==> config.mk <==
export PLATFORM = sky130hd
export DESIGN_NAME = sdram_init_monitor
export DESIGN_NICKNAME = d
export VERILOG_FILES = /design/src/rtl/sdram_init_monitor_pkg.sv /design/src/rtl/sdram_init_monitor_decode.sv /design/src/rtl/sdram_init_monitor.sv
export SDC_FILE = /design/constraint.sdc
export NUM_CORES = 1
export LEC_CHECK = 0
export CORE_ASPECT_RATIO = 1.5
export CORE_UTILIZATION = 54
export DETAILED_ROUTE_END_ITERATION = 10
export PLACE_DENSITY = 0.86
export SYNTH_ARGS = -nofsm -noshare
export SYNTH_HDL_FRONTEND = slang
export SYNTH_SLANG_ARGS = --single-unit
==> constraint.sdc <==
create_clock -name clk -period 3 [get_ports clk]
set_input_delay 0.6 -clock clk [delete_from_list [all_inputs] [get_ports clk]]
set_output_delay 0.6 -clock clk [all_outputs]
set_load 0.1 [all_outputs]
==> src/rtl/sdram_init_monitor_pkg.sv <==
// Shared SDRAM command encodings, timing defaults, error codes and monitor states.
// Also used by the SDRAM initializer so both sides agree on the power-up sequence.
package sdram_params;

    // Values match the sampled {cs_n, ras_n, cas_n, we_n} pattern
    typedef enum logic [3:0] {
        CMD_MODE_REG   = 4'b0000,
        CMD_REFRESH    = 4'b0001,
        CMD_PRECHARGE  = 4'b0010,
        CMD_ACTIVE     = 4'b0011,
        CMD_WRITE      = 4'b0100,
        CMD_READ       = 4'b0101,
        CMD_BURST_TERM = 4'b0110,
        CMD_NOP        = 4'b0111,
        CMD_DESELECT   = 4'b1111
    } cmd_t;

    typedef enum logic [2:0] {
        S_WAIT,
        S_PRE,
        S_REF,
        S_MRD,
        S_DONE,
        S_ERR
    } state_t;

    localparam int DEF_WAIT_INIT_CYCLE = 20000;
    localparam int DEF_MIN_REFRESH     = 8;
    localparam int T_RP                = 3;
    localparam int T_RC                = 9;
    localparam int T_MRD               = 2;

    localparam logic [3:0] ERR_NONE        = 4'd0;
    localparam logic [3:0] ERR_EARLY_CMD   = 4'd1;
    localparam logic [3:0] ERR_PRE_NOT_ALL = 4'd2;
    localparam logic [3:0] ERR_TRP         = 4'd3;
    localparam logic [3:0] ERR_TRC         = 4'd4;
    localparam logic [3:0] ERR_TMRD        = 4'd5;
    localparam logic [3:0] ERR_ILLEGAL_CMD = 4'd6;
    localparam logic [3:0] ERR_FEW_REFRESH = 4'd7;
    localparam logic [3:0] ERR_BAD_MODE    = 4'd8;

    // Only CAS latency 2 or 3, bank 0 and reserved bits [12:10] clear are accepted
    function automatic logic mode_is_bad(input logic [12:0] addr, input logic [1:0] ba);
        return (ba != 2'd0) || (addr[12:10] != 3'd0) ||
               !((addr[6:4] == 3'd2) || (addr[6:4] == 3'd3));
    endfunction

endpackage

==> src/rtl/sdram_init_monitor_decode.sv <==
// Combinational decode of the SDRAM command pins into a command enum.
// DESELECT and NOP are both flagged as no-operation.
module sdram_cmd_decode
    import sdram_params::*;
(
    input  logic cs_n_i,
    input  logic ras_n_i,
    input  logic cas_n_i,
    input  logic we_n_i,
    output cmd_t cmd_o,
    output logic is_nop_o
);

    always_comb begin
        cmd_o = CMD_DESELECT;
        if (!cs_n_i) begin
            case ({ras_n_i, cas_n_i, we_n_i})
                3'b000:  cmd_o = CMD_MODE_REG;
                3'b001:  cmd_o = CMD_REFRESH;
                3'b010:  cmd_o = CMD_PRECHARGE;
                3'b011:  cmd_o = CMD_ACTIVE;
                3'b100:  cmd_o = CMD_WRITE;
                3'b101:  cmd_o = CMD_READ;
                3'b110:  cmd_o = CMD_BURST_TERM;
                default: cmd_o = CMD_NOP;
            endcase
        end
        is_nop_o = (cmd_o == CMD_NOP) || (cmd_o == CMD_DESELECT);
    end

endmodule

==> src/rtl/sdram_init_monitor.sv <==
// Passive monitor of the SDRAM power-up sequence: NOP wait, precharge-all,
// auto-refreshes, mode-register set; reports completion or the first violation.
module sdram_init_monitor #(
    parameter int WAIT_INIT_CYCLE = sdram_params::DEF_WAIT_INIT_CYCLE,
    parameter int MIN_REFRESH     = sdram_params::DEF_MIN_REFRESH,
    parameter int T_RP            = sdram_params::T_RP,
    parameter int T_RC            = sdram_params::T_RC,
    parameter int T_MRD           = sdram_params::T_MRD
) (
    input  logic        clk,
    input  logic        reset,
    input  logic        dram_cs_n,
    input  logic        dram_ras_n,
    input  logic        dram_cas_n,
    input  logic        dram_we_n,
    input  logic [12:0] dram_addr,
    input  logic [1:0]  dram_ba,
    output logic        init_done,
    output logic        error,
    output logic [3:0]  err_code,
    output logic [7:0]  refresh_count,
    output logic [12:0] mode_reg,
    output logic [2:0]  cas_latency,
    output logic [2:0]  burst_len
);
    import sdram_params::*;

    // A command at edge n permits the next one at edge n+T, i.e. wait_cnt >= T-1
    localparam logic [31:0] INIT_GAP = 32'(WAIT_INIT_CYCLE);
    localparam logic [31:0] RP_GAP   = 32'(T_RP - 1);
    localparam logic [31:0] RC_GAP   = 32'(T_RC - 1);
    localparam logic [31:0] MRD_GAP  = 32'(T_MRD - 1);

    cmd_t        cmd;
    logic        isNop;
    state_t      state_q;
    logic [31:0] wait_cnt_q;
    logic        init_done_q;
    logic        error_q;
    logic [3:0]  err_code_q;
    logic [7:0]  refresh_count_q;
    logic [12:0] mode_reg_q;
    logic [3:0]  viol;
    logic        initOk, rpOk, rcOk, mrdOk, enoughRef;

    sdram_cmd_decode u_decode (
        .cs_n_i   (dram_cs_n),
        .ras_n_i  (dram_ras_n),
        .cas_n_i  (dram_cas_n),
        .we_n_i   (dram_we_n),
        .cmd_o    (cmd),
        .is_nop_o (isNop)
    );

    assign initOk    = (wait_cnt_q >= INIT_GAP);
    assign rpOk      = (wait_cnt_q >= RP_GAP);
    assign rcOk      = (wait_cnt_q >= RC_GAP);
    assign mrdOk     = (wait_cnt_q >= MRD_GAP);
    assign enoughRef = (refresh_count_q >= 8'(MIN_REFRESH));

    // Classify the sampled command; at most one violation can occur per edge
    always_comb begin
        viol = ERR_NONE;
        if (!isNop) begin
            case (state_q)
                S_WAIT: begin
                    if (cmd != CMD_PRECHARGE)  viol = ERR_EARLY_CMD;
                    else if (!dram_addr[10])   viol = ERR_PRE_NOT_ALL;
                    else if (!initOk)          viol = ERR_EARLY_CMD;
                end
                S_PRE: begin
                    if (!rpOk)                      viol = ERR_TRP;
                    else if (cmd == CMD_MODE_REG)   viol = ERR_FEW_REFRESH;
                    else if (cmd != CMD_REFRESH)    viol = ERR_ILLEGAL_CMD;
                end
                S_REF: begin
                    case (cmd)
                        CMD_REFRESH, CMD_PRECHARGE: begin
                            if (!rcOk) viol = ERR_TRC;
                        end
                        CMD_MODE_REG: begin
                            if (!rcOk)                                  viol = ERR_TRC;
                            else if (!enoughRef)                        viol = ERR_FEW_REFRESH;
                            else if (mode_is_bad(dram_addr, dram_ba))   viol = ERR_BAD_MODE;
                        end
                        default: viol = ERR_ILLEGAL_CMD;
                    endcase
                end
                S_MRD: begin
                    if (!mrdOk) viol = ERR_TMRD;
                end
                default: viol = ERR_NONE;
            endcase
        end
    end

    // Sequence FSM; S_DONE and S_ERR are terminal so their outputs stay frozen
    always_ff @(posedge clk or posedge reset) begin
        if (reset) begin
            state_q         <= S_WAIT;
            wait_cnt_q      <= '0;
            init_done_q     <= 1'b0;
            error_q         <= 1'b0;
            err_code_q      <= ERR_NONE;
            refresh_count_q <= '0;
            mode_reg_q      <= '0;
        end else begin
            if (!isNop)                 wait_cnt_q <= '0;
            else if (wait_cnt_q != '1)  wait_cnt_q <= wait_cnt_q + 32'd1;

            if (state_q == S_REF && cmd == CMD_MODE_REG && rcOk && enoughRef)
                mode_reg_q <= dram_addr;

            if (viol != ERR_NONE) begin
                state_q    <= S_ERR;
                error_q    <= 1'b1;
                err_code_q <= viol;
            end else begin
                case (state_q)
                    S_WAIT: if (!isNop) state_q <= S_PRE;
                    S_PRE: begin
                        if (cmd == CMD_REFRESH) begin
                            state_q         <= S_REF;
                            refresh_count_q <= 8'd1;
                        end
                    end
                    S_REF: begin
                        if (cmd == CMD_REFRESH && refresh_count_q != 8'hFF)
                            refresh_count_q <= refresh_count_q + 8'd1;
                        if (cmd == CMD_MODE_REG)
                            state_q <= S_MRD;
                    end
                    S_MRD: begin
                        if (mrdOk) begin
                            init_done_q <= 1'b1;
                            state_q     <= S_DONE;
                        end
                    end
                    default: state_q <= state_q;
                endcase
            end
        end
    end

    assign init_done     = init_done_q;
    assign error         = error_q;
    assign err_code      = err_code_q;
    assign refresh_count = refresh_count_q;
    assign mode_reg      = mode_reg_q;
    assign cas_latency   = mode_reg_q[6:4];
    assign burst_len     = mode_reg_q[2:0];

endmodule

==> results_dict.tcl <==
set metrics [dict create \
    viasPerCell 5.92 \
    antenna_found_initial 0 \
    synth_top_cell_by_area "dfrtp_1" \
    seqCellArea_um2 1550 \
    finalClockSkew_ns 0.00758 \
    largest_register_ffs 32 \
    worst-path-buf-inv 2 \
    place.gp.congestion 0.925 \
    nets 456 \
    cts_root_buf "clkbuf_8" \
    critPathTopFamily "compound AO/OA/AOI/OAI gates" \
    hold_buffers 0 \
    die_y_um 101 \
    pwr-share-seq_pct 47.5 \
    worstPathArrival_ns 3.00 \
    grt_max_degree 63 \
    die_width_um 68.1 \
    drc 0 \
    swShare_pct 23.5 \
    hp-class "reg2reg" \
    ys_top_cells_by_area "dfrtp_1 44%, nor2_1 6.3%, xor2_1 4.7%" \
    design_area_um2 4300 \
    post_cts_buffers 0 \
    synthDistinctLibCells 59 \
    yosysWarnings 0 \
    p_clk_share_pct 45.7 \
    multi_input_area_um2 1850 \
    cts_tree "done" \
    ios 54 \
    grt.total_usage_pct 25.2 \
    vias 3014 \
    synthCells 371 \
    yosysSeqAreaShare_pct 43.8 \
    routed_wl_um 7980 \
    crit_start "dram_cas_n" \
    port_buffers 53 \
    worstSetupEndpoint "refresh_count[2]" \
    synth_top_cell_area_share_pct 43.8 \
    ys_top_cells_by_count "62 x dfrtp_1, 59 x nor2_1, 29 x nand2_1, 25 x nand3_1, 19 x xor2_1" \
    yosysMostFrequentCell "dfrtp_1" \
    insertion_delay_ns 0.34 \
    diodes 0 \
    synth_flop_cell "dfrtp_1" \
    syn_area_per_cell_um2 9.54 \
    r2r_slack_ns 0.27 \
    comb_power_share_pct 6.7 \
    startpoint_type "input port" \
    overflow 0 \
    dieArea_um2 6890 \
    drive_above_1_share_pct 22.8 \
    cts_resized 0 \
    required_ns 3.24 \
    clk_pin_slew_ns 0.07 \
    cp-end-kind "register" \
    path_cells "clkdlybuf4s50_1 -> o21ai_1 -> a2111oi_0 -> o21ai_1 -> or2_1 -> buf_4 -> o41ai_2" \
    hold_ws_ns 0.478 \
    slew_viol_final 0 \
    fmax_mhz 362 \
    dp_hpwl_um 5560 \
    path_common_cell "o21ai_1" \
    critical_path_class "in2reg" \
    setup_violations 0 \
    r2r_end "refresh_count[2]" \
    synth_nets 397 \
    synth_edf_count 0 \
    core_area_um2 6220 \
    status "finished, final reports clean" \
    cts.htree.levels 3 \
    cp.depth 7 \
    leakage_nw 1.97 \
    r2r.worst_path.cells 8 \
    maxCapViolCount 0 \
    drtPass1Iterations 5 \
    drt_iter0_drc 215 \
    internal_power_w 0.00138 \
    min_period_over_period_pct 92.0 \
    grt_pass1_vias 2935 \
    clkSinkCount 62 \
    syn_area_um2 3540 \
    power_density_nw_per_um2 419 \
    grt_pass1_wl_um 13000 \
    numCtsBuffers 9 \
    rsz0062_at_grt "no" \
    antenna_left 0 \
    r2r_start "wait_cnt_q[3]" \
    period_needed_ns 2.76 \
    area_growth_pct 21.5 \
    power.switching_w 0.000423 \
    max-slew-margin-rel_pct 49.1 \
    vdd_drop_max_v 0.000475 \
    placed_cell_area_um2 4080 \
    clk_path_buf_depth 2 \
    start_util_pct 56.9 \
    worst_pin_slew_ns 0.764 \
    synth-seq-cells 62 \
    ys_async_sr_fraction_pct 100 \
    rows 35 \
    crit_fanout 9 \
    hold_viol_final 0 \
    cp_slowest_stage_delay_ns 0.66 \
    fill_cells 485 \
    slowest_stage "clkdlybuf4s50_1" \
    wl_per_cell_um 15.7 \
]
[per-stage QoR]
stage / worst slack [ns] / utilization (%) / power, W / std cells / TNS, ns
after floorplan: 0.184 / - / 0.000939 / 371 / 0
after global placement: 0.0861 / 65.6 / 0.000990 / 493 / 0
after detailed placement: -0.0932 / 65.6 / 0.000992 / 493 / -0.546
after CTS: 0.261 / 69.2 / 0.00182 / 509 / 0
after global routing: 0.0557 / 69.2 / 0.00187 / 509 / 0
final: 0.239 / 69.2 / 0.00180 / 509 / 0
[cell families (layout without fill, tap and decap cells)]
kind of cell / count (synthesis) / in the layout / synth area share (%)
fa+ha+maj: 5 / 5 / 1.77
simple gates: 179 / 179 / 26.6
compound gates: 54 / 54 / 11.9
mux: 16 / 16 / 5.12
buf+inv: 28 / 92 / 4.17
xor+xnor: 27 / 27 / 6.68
flops: 62 / 62 / 43.8
[per-layer routing]
layer	routed length [um]	GRT usage, %
met4	182	13.8
met3	485	5.41
met2	4100	41.6
met5	0	0
met1	3210	29.7
[cell usage in the layout (no fill, tap or decap), drive strengths merged, types with 2 or more instances in the layout]
| cell type | instances |
|---|---|
| nor4b | 3 |
| clkinv | 2 |
| or2 | 5 |
| inv | 10 |
| clkbuf | 10 |
| and2 | 3 |
| a21oi | 6 |
| nand3 | 25 |
| nor3 | 12 |
| nor4 | 9 |
| bufinv | 2 |
| or4 | 2 |
| nand4 | 8 |
| nand2 | 29 |
| nor2 | 59 |
| buf | 46 |
| xor2 | 19 |
| o21ai | 16 |
| nand2b | 6 |
| mux2i | 2 |
| o31ai | 5 |
| nor3b | 3 |
| mux2 | 14 |
| o41ai | 6 |
| nor2b | 2 |
| dfrtp | 62 |
| and3 | 6 |
| clkdlybuf4s50 | 20 |
| xnor2 | 8 |
| o211ai | 2 |
| or3 | 4 |
| a22o | 2 |
| clkinvlp | 2 |
| a31oi | 4 |
| ha | 5 |
[power groups by stage]
| stage | combinational, W | clock (W) | sequential (W) |
|---|---|---|---|
| floorplan | 0.0000579 | 0 | 0.000881 |
| finish | 0.000121 | 0.000824 | 0.000856 |
| global placement | 0.000118 | 0 | 0.000871 |
| detailed placement | 0.000121 | 0 | 0.000872 |
| CTS | 0.000122 | 0.000840 | 0.000856 |
| global route | 0.000133 | 0.000880 | 0.000857 |
[worst min-delay path by stage]
stage / from / endpoint / cells past startpoint
floorplan: wait_cnt_q[2] / wait_cnt_q[2] / 1
global placement: init_done / init_done / 1
detailed placement: init_done / init_done / 1
CTS: init_done / init_done / 1
global route: error / error / 1
finish: init_done / init_done / 1
[cell type report]
type	instances	share of cell area, %
Tap cell	74	2.15
Sequential cell	62	36.1
Timing Repair Buffer	66	12.7
Clock buffer	10	3.20
Multi-Input combinational cell	281	43.1
Clock inverter	6	1.98
Inverter	10	0.872
Power figures use the tool's default switching activity.
